File: src/rtl/fsm_mestre_envase_pkg.sv
// Shared encodings and default timing constants for the bottling-line sequencer.
package pkg_linha_envase;

    localparam logic [3:0] ST_IDLE      = 4'd0;
    localparam logic [3:0] ST_MOV_ENCH  = 4'd1;
    localparam logic [3:0] ST_ENCHER    = 4'd2;
    localparam logic [3:0] ST_VEDAR     = 4'd3;
    localparam logic [3:0] ST_MOV_CQ    = 4'd4;
    localparam logic [3:0] ST_VERIFICAR = 4'd5;
    localparam logic [3:0] ST_DESCARTE  = 4'd6;
    localparam logic [3:0] ST_FIM       = 4'd7;
    localparam logic [3:0] ST_ERRO      = 4'd8;

    localparam logic FASE_CMD = 1'b0;
    localparam logic FASE_LIB = 1'b1;

    localparam int CONT_W_DEF          = 8;
    localparam int DESCARTE_CICLOS_DEF = 50_000_000;
    localparam int TIMEOUT_CICLOS_DEF  = 500_000_000;

    // States that run a CMD/LIB handshake with a slave station.
    function automatic logic eh_tarefa(input logic [3:0] st);
        return (st == ST_MOV_ENCH) || (st == ST_ENCHER) || (st == ST_VEDAR) ||
               (st == ST_MOV_CQ)   || (st == ST_VERIFICAR);
    endfunction

endpackage

File: src/rtl/fsm_mestre_envase_contador.sv
// Saturating up-counter used for the approved and discarded bottle tallies.
module contador_saturado
    import pkg_linha_envase::*;
#(
    parameter int CONT_W = CONT_W_DEF
) (
    input  logic              clk,
    input  logic              reset_n,
    input  logic              inc,
    output logic [CONT_W-1:0] valor
);

    logic [CONT_W-1:0] valor_q;
    logic [CONT_W-1:0] valor_d;

    // Increment unless already at all-ones.
    always_comb begin
        if (inc && (valor_q != {CONT_W{1'b1}})) begin
            valor_d = valor_q + CONT_W'(1);
        end else begin
            valor_d = valor_q;
        end
    end

    // Counter register.
    always_ff @(posedge clk or negedge reset_n) begin
        if (!reset_n) begin
            valor_q <= {CONT_W{1'b0}};
        end else begin
            valor_q <= valor_d;
        end
    end

    assign valor = valor_q;

endmodule

File: src/rtl/fsm_mestre_envase.sv
// Master sequencer of the bottling line: fill, cap, CQ check and discard per bottle.
// Optional per-phase watchdog with ERRO state enabled by defining FSM_MESTRE_WATCHDOG_EN.
module fsm_mestre_envase
    import pkg_linha_envase::*;
#(
    parameter int CONT_W          = CONT_W_DEF,
    parameter int DESCARTE_CICLOS = DESCARTE_CICLOS_DEF,
    parameter int TIMEOUT_CICLOS  = TIMEOUT_CICLOS_DEF
) (
    input  logic              clk,
    input  logic              reset_n,
    input  logic              pulso_start,
    input  logic              pulso_stop,
    input  logic              mover_concluida,
    input  logic              encher_concluida,
    input  logic              vedar_concluida,
    input  logic              cq_concluida,
    input  logic              garrafa_aprovada,
    output logic              cmd_mover,
    output logic              cmd_encher,
    output logic              cmd_vedar,
    output logic              cmd_verificar,
    output logic              destino_cq,
    output logic              atuador_descarte,
    output logic              linha_ativa,
    output logic              erro,
    output logic [CONT_W-1:0] cont_aprovadas,
    output logic [CONT_W-1:0] cont_descartes
);

    localparam int DESC_W = $clog2(DESCARTE_CICLOS + 1);

    logic [3:0]        state_q, state_d;
    logic              fase_q, fase_d;
    logic              stop_q, stop_d;
    logic              veredito_q, veredito_d;
    logic [DESC_W-1:0] desc_cnt_q, desc_cnt_d;
    logic              done_s;
    logic [3:0]        prox_tarefa_s;
    logic              inc_aprov_s, inc_desc_s;

`ifdef FSM_MESTRE_WATCHDOG_EN
    localparam int WD_W = $clog2(TIMEOUT_CICLOS + 1);
    logic [WD_W-1:0] wd_q, wd_d;
`else
    logic unused_timeout_s;
    assign unused_timeout_s = ^TIMEOUT_CICLOS;
`endif

    // State, latches and timers.
    always_ff @(posedge clk or negedge reset_n) begin
        if (!reset_n) begin
            state_q    <= ST_IDLE;
            fase_q     <= FASE_CMD;
            stop_q     <= 1'b0;
            veredito_q <= 1'b0;
            desc_cnt_q <= {DESC_W{1'b0}};
`ifdef FSM_MESTRE_WATCHDOG_EN
            wd_q       <= {WD_W{1'b0}};
`endif
        end else begin
            state_q    <= state_d;
            fase_q     <= fase_d;
            stop_q     <= stop_d;
            veredito_q <= veredito_d;
            desc_cnt_q <= desc_cnt_d;
`ifdef FSM_MESTRE_WATCHDOG_EN
            wd_q       <= wd_d;
`endif
        end
    end

    // Done level of the slave owning the current state, and the task that follows it.
    always_comb begin
        done_s        = 1'b0;
        prox_tarefa_s = ST_IDLE;
        case (state_q)
            ST_MOV_ENCH:  begin done_s = mover_concluida;  prox_tarefa_s = ST_ENCHER;    end
            ST_ENCHER:    begin done_s = encher_concluida; prox_tarefa_s = ST_VEDAR;     end
            ST_VEDAR:     begin done_s = vedar_concluida;  prox_tarefa_s = ST_MOV_CQ;    end
            ST_MOV_CQ:    begin done_s = mover_concluida;  prox_tarefa_s = ST_VERIFICAR; end
            ST_VERIFICAR: begin done_s = cq_concluida;     prox_tarefa_s = ST_FIM;       end
            default:      begin done_s = 1'b0;             prox_tarefa_s = ST_IDLE;      end
        endcase
    end

    // Next-state logic.
    always_comb begin
        state_d     = state_q;
        fase_d      = fase_q;
        veredito_d  = veredito_q;
        inc_aprov_s = 1'b0;
        inc_desc_s  = 1'b0;
        desc_cnt_d  = (state_q == ST_DESCARTE) ? desc_cnt_q + DESC_W'(1) : {DESC_W{1'b0}};
        case (state_q)
            ST_IDLE: begin
                if (pulso_start && !pulso_stop) begin
                    state_d = ST_MOV_ENCH;
                    fase_d  = FASE_CMD;
                end else begin
                    state_d = ST_IDLE;
                end
            end
            ST_MOV_ENCH, ST_ENCHER, ST_VEDAR, ST_MOV_CQ: begin
                if ((fase_q == FASE_CMD) && done_s) begin
                    fase_d = FASE_LIB;
                end else if ((fase_q == FASE_LIB) && !done_s) begin
                    state_d = prox_tarefa_s;
                    fase_d  = FASE_CMD;
                end else begin
                    state_d = state_q;
                end
            end
            ST_VERIFICAR: begin
                if ((fase_q == FASE_CMD) && done_s) begin
                    fase_d     = FASE_LIB;
                    veredito_d = garrafa_aprovada;
                end else if ((fase_q == FASE_LIB) && !done_s) begin
                    fase_d = FASE_CMD;
                    if (veredito_q) begin
                        state_d     = ST_FIM;
                        inc_aprov_s = 1'b1;
                    end else begin
                        state_d    = ST_DESCARTE;
                        inc_desc_s = 1'b1;
                    end
                end else begin
                    state_d = state_q;
                end
            end
            ST_DESCARTE: begin
                if (desc_cnt_q == DESC_W'(DESCARTE_CICLOS - 1)) begin
                    state_d = ST_FIM;
                end else begin
                    state_d = ST_DESCARTE;
                end
            end
            ST_FIM: begin
                fase_d  = FASE_CMD;
                state_d = stop_q ? ST_IDLE : ST_MOV_ENCH;
            end
`ifdef FSM_MESTRE_WATCHDOG_EN
            ST_ERRO: begin
                if (pulso_start && !mover_concluida && !encher_concluida &&
                    !vedar_concluida && !cq_concluida) begin
                    state_d = ST_IDLE;
                end else begin
                    state_d = ST_ERRO;
                end
            end
`endif
            default: begin
                state_d = ST_IDLE;
                fase_d  = FASE_CMD;
            end
        endcase

`ifdef FSM_MESTRE_WATCHDOG_EN
        // A stalled handshake phase overrides any other decision.
        wd_d = {WD_W{1'b0}};
        if (eh_tarefa(state_q) && (state_d == state_q) && (fase_d == fase_q)) begin
            if (wd_q == WD_W'(TIMEOUT_CICLOS - 1)) begin
                state_d = ST_ERRO;
                fase_d  = FASE_CMD;
            end else begin
                wd_d = wd_q + WD_W'(1);
            end
        end else begin
            wd_d = {WD_W{1'b0}};
        end
`endif

        if (state_d == ST_IDLE) begin
            stop_d = 1'b0;
        end else if (pulso_stop && (state_q != ST_IDLE) && (state_q != ST_ERRO)) begin
            stop_d = 1'b1;
        end else begin
            stop_d = stop_q;
        end
    end

    // Moore outputs decoded from the registered state and phase.
    always_comb begin
        cmd_mover        = 1'b0;
        cmd_encher       = 1'b0;
        cmd_vedar        = 1'b0;
        cmd_verificar    = 1'b0;
        destino_cq       = 1'b0;
        atuador_descarte = 1'b0;
        case (state_q)
            ST_MOV_ENCH:  cmd_mover     = (fase_q == FASE_CMD);
            ST_ENCHER:    cmd_encher    = (fase_q == FASE_CMD);
            ST_VEDAR:     cmd_vedar     = (fase_q == FASE_CMD);
            ST_MOV_CQ: begin
                cmd_mover  = (fase_q == FASE_CMD);
                destino_cq = (fase_q == FASE_CMD);
            end
            ST_VERIFICAR: cmd_verificar = (fase_q == FASE_CMD);
            ST_DESCARTE:  atuador_descarte = 1'b1;
            default:      atuador_descarte = 1'b0;
        endcase
        linha_ativa = (state_q != ST_IDLE) && (state_q != ST_ERRO);
`ifdef FSM_MESTRE_WATCHDOG_EN
        erro = (state_q == ST_ERRO);
`else
        erro = 1'b0;
`endif
    end

    contador_saturado #(.CONT_W(CONT_W)) u_cont_aprovadas (
        .clk     (clk),
        .reset_n (reset_n),
        .inc     (inc_aprov_s),
        .valor   (cont_aprovadas)
    );

    contador_saturado #(.CONT_W(CONT_W)) u_cont_descartes (
        .clk     (clk),
        .reset_n (reset_n),
        .inc     (inc_desc_s),
        .valor   (cont_descartes)
    );

endmodule

File: config.mk
export PLATFORM = sky130hd
export DESIGN_NAME = fsm_mestre_envase
export DESIGN_NICKNAME = d
export VERILOG_FILES = /design/src/rtl/fsm_mestre_envase_pkg.sv /design/src/rtl/fsm_mestre_envase_contador.sv /design/src/rtl/fsm_mestre_envase.sv
export SDC_FILE = /design/constraint.sdc
export NUM_CORES = 1
export LEC_CHECK = 0
export ABC_CLOCK_PERIOD_IN_PS = 2300
export CAP_MARGIN = 0
export CORE_MARGIN = 4
export CORE_UTILIZATION = 44
export DETAILED_ROUTE_END_ITERATION = 8
export PLACE_DENSITY = 0.68
export SLEW_MARGIN = 20
export SYNTH_ARGS = -nofsm -noshare
export SYNTH_HDL_FRONTEND = slang
export SYNTH_HIERARCHICAL = 1
export SYNTH_SLANG_ARGS = --single-unit
File: constraint.sdc
create_clock -name clk -period 2.3 [get_ports clk]
set_clock_uncertainty 0.15 [all_clocks]
set_input_delay 0.345 -clock clk [delete_from_list [all_inputs] [get_ports clk]]
set_output_delay 0.345 -clock clk [all_outputs]
set_load 0.005 [all_outputs]
==> results of run 1 <==
==> worst max-delay path, stage by stage <==
cell and delay (ns):
clkdlybuf4s50_1 0.46, or4bb_4 0.55, a21oi_4 0.16, nor3_2 0.08
and3_4 0.17, and4_4 0.17, nand3_2 0.09, mux2_4 0.30
==> layout by cell type, fill, tap and decap left out, types with 3 or more instances in the layout <==
master,netlist,layout
nor3_1,8,6
ha_1,3,3
buf_4,1,24
nor4_1,13,10
nand4b_1,3,3
dlygate4sd2_1,0,3
xnor2_1,15,15
o21ai_0,3,3
nor2_1,25,24
nand3_2,4,4
a21oi_1,14,13
dfrtp_1,49,46
dfrtp_2,0,3
clkbuf_8,0,5
o31ai_1,4,4
a31oi_1,6,6
nand4_1,5,5
xor2_1,9,9
a41oi_1,4,4
inv_1,10,8
nor4_2,0,3
and4_4,3,3
nand2_1,14,13
clkdlybuf4s50_1,0,27
and3_4,3,4
nand3_1,13,13
or4_1,3,3
==> state kept, by name (all words and copies together), names as in the netlist <==
name and count:
desc_cnt_q 26, fase_q 1, state_q 4, stop_q 1
u_cont_aprovadas/valor 8, u_cont_descartes/valor 8, veredito_q 1
==> cell usage after synthesis (4+ instances only) <==
cell type	number	area (um^2)
dfrtp_1	49	1230
nor2_1	25	93.8
xnor2_1	15	131
a21oi_1	14	70.1
nand2_1	14	52.6
nand3_1	13	65.1
nor4_1	13	81.3
inv_1	10	37.5
xor2_1	9	78.8
nor3_1	8	40.0
clkbuf_1	7	26.3
a31oi_1	6	37.5
nand4_1	5	31.3
a41oi_1	4	35.0
nand3_2	4	40.0
o31ai_1	4	30.0
==> cells by family (layout without fill, tap and decap cells) <==
| group | Yosys count | in the layout | share of synthesized area |
|---|---|---|---|
| buf+inv | 22 | 77 | 0.0378 |
| xor+xnor | 24 | 24 | 0.0775 |
| flops | 49 | 49 | 0.452 |
| compound gates | 48 | 48 | 0.125 |
| fa+ha+maj | 3 | 3 | 0.0138 |
| other cells | 1 | 2 | 0.00138 |
| mux | 6 | 6 | 0.0272 |
| simple gates | 118 | 118 | 0.266 |
==> metrics by stage <==
stage / worst slack, ns / TNS [ns]
floorplan: -0.0117 / -0.0117
global placement: -0.259 / -2.00
detailed placement: -0.284 / -2.11
CTS: -0.0163 / -0.0255
global route: -0.0547 / -0.163
finish: 0.0201 / 0
==> layout make-up <==
cell class	count	area, um^2	area share
inverters	10	37.5	0.0107
clock buffers	5	68.8	0.0196
clock inverters	3	65.1	0.0186
multi-input cells	201	1470	0.421
well taps	75	93.8	0.0268
repair buffers	59	534	0.153
flip-flops and latches	49	1230	0.351
==> path summary, 6_finish.rpt <==
check	end	slack [ns]	depth (start not counted)
max in group asynchronous	state_q[2]	1.10	3
min in group clk	u_cont_descartes/valor[0]	0.39	1
min reg2reg	u_cont_descartes/valor[0]	0.39	1
max	u_cont_aprovadas/valor[5]	0.02	8
min	u_cont_aprovadas/valor[3]	0.37	2
max reg2reg	u_cont_aprovadas/valor[5]	0.03	8
==> timing repair <==
action                                  CTS  global route
setup buffers                             1             3
resized for setup                        11            10
endpoints found under the setup margin    7            13
pin swaps                                 0             3
hold endpoints to repair                 18             0
gates cloned                              0             0
hold buffers                              1             0
==> routing by layer <==
| metal | global-route usage | vias to the layer above |
|---|---|---|
| met3 | 0.0323 | 6 |
| met2 | 0.267 | 47 |
| li1 | - | 1116 |
| met1 | 0.253 | 1091 |
| met4 | 0.0411 | 0 |
| met5 | 0 | - |
==> power groups by stage <==
stage / Clock, mW / Sequential, mW / Combinational (mW)
2_1_floorplan: 0 / 0.884 / 0.0156
3_3_place_gp: 0 / 0.885 / 0.0588
3_5_place_dp: 0 / 0.886 / 0.0585
4_1_cts: 0.745 / 0.869 / 0.0610
5_1_grt: 0.785 / 0.869 / 0.0702
6_report: 0.719 / 0.868 / 0.0625
==> flow_summary_export.csv, run 1 <==
group,metric,value,unit
placement,port_buffers,31,
logic_synthesis,yosysSeqAreaShare,0.452,
placement,placed_cells,389,
placement,placed_area,3260,um^2
worst_setup_path,cp.required,2.34,ns
floorplan,die_y,86.5,um
route,met1Wirelength,2.86,mm
logic_synthesis,synth_cell_types,61,
clock_network,clk_pin_slew,0.09,ns
sta,setup_viol,0,
route,vias,2260,
clock_network,worstSkewPairLatency,0.30,ns
route,vias_per_cell,5.62,
run,drv_cap,0,
pwr,p_seq_frac,0.526,
logic_synthesis,netlist_area,2710,um^2
clock_network,cts_max_path_buffers,2,
pwr,power_leakage,1.35,nW
floorplan,io_pins,33,
route,drc,0,
route,antenna_left,0,
global_routing,first_global_vias,2161,
global_routing,grt_max_degree,32,
logic_synthesis,synth_edf_count,0,
pwr,pwr-share-comb,0.038,
worst_setup_path,timing.rr.start,"state_q[1]",
clock_network,cts_made_buffers,5,
pwr,intPower,1.33,mW
clock_network,htreeDepth,2,
route,drt_iter0_drc,116,
worst_setup_path,critical_path.max_fanout,5,
placement,hpwl,4.18,mm
pwr,total_power,1.65,mW
sta,slew_violations,0,
floorplan,die_w,86.5,um
logic_synthesis,ys_ff_latch,49,
sta,max_freq,0.439,GHz
logic_synthesis,yosysWarnings,6,
placement,gp_congestion,0.824,
sta,rsz0062_at_grt,"yes",
pwr,p_sw,0.323,mW
floorplan,initial_core_util,0.456,
floorplan,die_area,7490,um^2
global_routing,grtUsageTotal,0.173,
sta,whs,0.369,ns
route,dr.pass1.iters,4,
global_routing,grt_pass1_wl,10.6,mm
sta,finalCritPeriodShare,0.991,
layout,final_util,0.588,
pwr,switching_share,0.196,
route,totalWireLength,6.07,mm
worst_setup_path,start_kind,"input pin",
layout,layout-drive-gt1-share,0.254,
route,met2_length,2.91,mm
route,top_layer_used,"met4",
layout,fill_cells,509,
worst_setup_path,worst-setup-path-type,"in2reg",
clock_network,tritoncts,"yes",
sta,period_needed,2.28,ns
worst_setup_path,startpoint,"encher_concluida",
pwr,power_density,471,nW/um^2
floorplan,core,5960,um^2
worst_setup_path,endpoint_kind,"register",
route,routedWlPerCell,15.1,um
pwr,vdd.ir_drop.worst,399,uV
floorplan,num_rows,28,
layout,stdcell_area,3500,um^2
logic_synthesis,syn_inst,271,
logic_synthesis,async_reset_ff_frac,1.00,
layout,fin_cells,402,
clock_network,cts.sinks,49,
status,status,"completed",
global_routing,grt-ovfl-total,0,
layout,antenna_cells,0,
layout,layout.nets,338,
sta,hold_violations,0,
global_routing,antenna_found_initial,0,
pwr,p_clk_frac,0.436,
layout,areaGrowthSynthToFinish,29.0,%
route,route.met3.wl,263,um
min_path,min_path_type,"in2async",
logic_synthesis,avgSynthCellArea,10.0,um^2
clock_network,clock-root-buffer,"clkbuf_8",
worst_setup_path,crit_arrival,2.32,ns
logic_synthesis,synth_flop_cell,"dfrtp_1",
Power figures use the tool's default switching activity.
==> run 2, diff against run 1 <==
CORE_MARGIN = unset   (was 4)
HOLD_SLACK_MARGIN = 0.06   (was unset)
==> flow_summary_export.csv, run 2 (synthesized netlist as in run 1, its figures left out) <==
group,metric,value,unit
global_routing,first_global_vias,2252,
clock_network,clock-root-buffer,"clkbuf_8",
global_routing,antenna_found_initial,0,
pwr,p_sw,0.318,mW
worst_setup_path,cp_top_family,"simple AND/OR/NAND/NOR gates",
floorplan,die_area,6490,um^2
layout,final_cell_mix,"46 x dfrtp_1, 25 x buf_4, 24 x nor2_1, 24 x clkdlybuf4s50_1",
route,vias_per_cell,5.75,
sta,period_needed,2.33,ns
layout,layout-drive-gt1-share,0.255,
placement,gp_congestion,0.819,
layout,areaGrowthSynthToFinish,29.1,%
sta,slew_violations,0,
status,status,"complete, but fails checks",
floorplan,die_w,80.5,um
worst_setup_path,crit_arrival,2.37,ns
worst_setup_path,crit_path_max_incr_delay,0.54,ns
global_routing,grt_pass1_wl,10.4,mm
placement,place_ws,-0.267,ns
pwr,p_clk_frac,0.373,
route,vias,2322,
worst_setup_path,r2r.worst_path.cells,9,
pwr,vdd.ir_drop.worst,312,uV
placement,placed_cells,388,
route,antenna_left,0,
pwr,p_seq_frac,0.585,
floorplan,io_pins,33,
route,routedWlPerCell,15.1,um
sta,max-slew-margin-rel,0.662,
sta,fin_ws,-0.0327,ns
global_routing,grt_max_degree,32,
worst_setup_path,timing.rr.start,"state_q[0]",
layout,layout_commonest_cell,"dfrtp_1",
pwr,switching_share,0.214,
clock_network,clk_pin_slew,0.09,ns
route,dr.pass1.iters,4,
sta,worstMarginPinSlew,0.502,ns
clock_network,htreeDepth,2,
clock_network,cts_made_buffers,5,
sta,hold_violations,0,
worst_setup_path,crit_end,"u_cont_descartes/valor[5]",
placement,port_buffers,31,
worst_setup_path,worst-setup-path-type,"reg2reg",
layout,seqCellArea,1230,um^2
layout,fill_cells,511,
sta,setup_viol,2,
route,totalWireLength,6.11,mm
clock_network,worstSkewPairLatency,0.30,ns
placement,hpwl,4.16,mm
layout,final_util,0.592,
min_path,min_path_type,"in2async",
run,drv_cap,0,
worst_setup_path,start_kind,"register",
layout,layout.nets,340,
sta,max_freq,0.429,GHz
layout,regMostFlops,"desc_cnt_q",
global_routing,grt-ovfl-total,0,
worst_setup_path,startpoint,"state_q[0]",
worst_setup_path,crit_cells,9,
route,drt_iter0_drc,124,
sta,rsz0062_at_grt,"yes",
status,violations,"setup timing",
worst_setup_path,critical_path.max_fanout,4,
layout,antenna_cells,0,
global_routing,grtUsageTotal,0.208,
sta,finalCritPeriodShare,1.01,
layout,multi_input_comb_area,1480,um^2
worst_setup_path,cp_cell_sequence,"buf_6, or4bb_4, a21oi_4, nor3_2, nand2_1, nor2_4, and4_4, nand3_2, mux2_4",
worst_setup_path,r2r_end,"u_cont_descartes/valor[5]",
worst_setup_path,crit_slowest_cell,"or4bb_4",
floorplan,num_rows,28,
pwr,intPower,1.17,mW
pwr,power_leakage,1.40,nW
layout,fin_cells,404,
floorplan,die_y,80.5,um
pwr,pwr-share-comb,0.042,
pwr,power_density,424,nW/um^2
clock_network,tritoncts,"yes",
clock_network,cts_max_path_buffers,2,
worst_setup_path,path_buf_inv,1,
layout,largest_reg_flops,26,
clock_network,cts.sinks,49,
worst_setup_path,cp.required,2.34,ns
floorplan,core,5920,um^2
worst_setup_path,endpoint_kind,"register",
route,drc,0,
worst_setup_path,r2r_slack,-0.03,ns
floorplan,initial_core_util,0.458,
run 2: layout make-up:
type	count	share of cell area
flip-flops and latches	49	0.351
clock inverters	1	0.00143
multi-input cells	201	0.423
inverters	10	0.0107
well taps	75	0.0268
repair buffers	61	0.160
clock buffers	7	0.0275
run 2: metrics by stage:
stage | power (mW) | area, um^2 | hold WS, ns | setup TNS, ns
finish | 1.48 | 3500 | 0.363 | -0.0603
global route | 1.55 | 3500 | 0.407 | -0.309
CTS | 1.51 | 3450 | 0.373 | -0.0511
detailed placement | 0.944 | 3250 | 0.172 | -2.37
global placement | 0.944 | 3250 | 0.170 | -2.20
floorplan | 0.900 | 2750 | -0.101 | -0.0117
run 2: how the worst min path moves through the flow:
stage,endpoint,slack [ns],cells past startpoint
floorplan,desc_cnt_q[0],-0.10,0
global placement,u_cont_aprovadas/valor[4],0.17,1
detailed placement,u_cont_aprovadas/valor[4],0.17,1
CTS,u_cont_aprovadas/valor[4],0.37,2
global route,u_cont_descartes/valor[0],0.41,1
finish,u_cont_aprovadas/valor[4],0.36,2
run 2: timing repair:
action / CTS / global route
endpoints found under the hold margin: 18 / 0
endpoints found under the setup margin: 7 / 17
gates resized for setup: 16 / 9
setup buffers: 4 / 3
pin swaps: 2 / 3
hold buffers: 1 / 0
run 2: power by group through the flow:
stage | clock network [mW] | registers, mW | logic, mW
6_report | 0.554 | 0.868 | 0.0628
3_3_place_gp | 0 | 0.886 | 0.0582
5_1_grt | 0.607 | 0.869 | 0.0715
3_5_place_dp | 0 | 0.886 | 0.0579
4_1_cts | 0.580 | 0.869 | 0.0615
2_1_floorplan | 0 | 0.884 | 0.0156
run 2: metal layers:
layer / GRT usage / share of wire
met1: 0.275 / 0.46
met5: 0 / 0
met3: 0.0455 / 0.036
met2: 0.341 / 0.49
met4: 0.0571 / 0.011
run 2: worst register-to-register path, cell delays in order, from the launching register on:
cell and delay (ns):
dfrtp_1 0.44, buf_6 0.15, or4bb_4 0.54, a21oi_4 0.17, nor3_2 0.07, nand2_1 0.11, nor2_4 0.06, and4_4 0.16
nand3_2 0.08, mux2_4 0.29
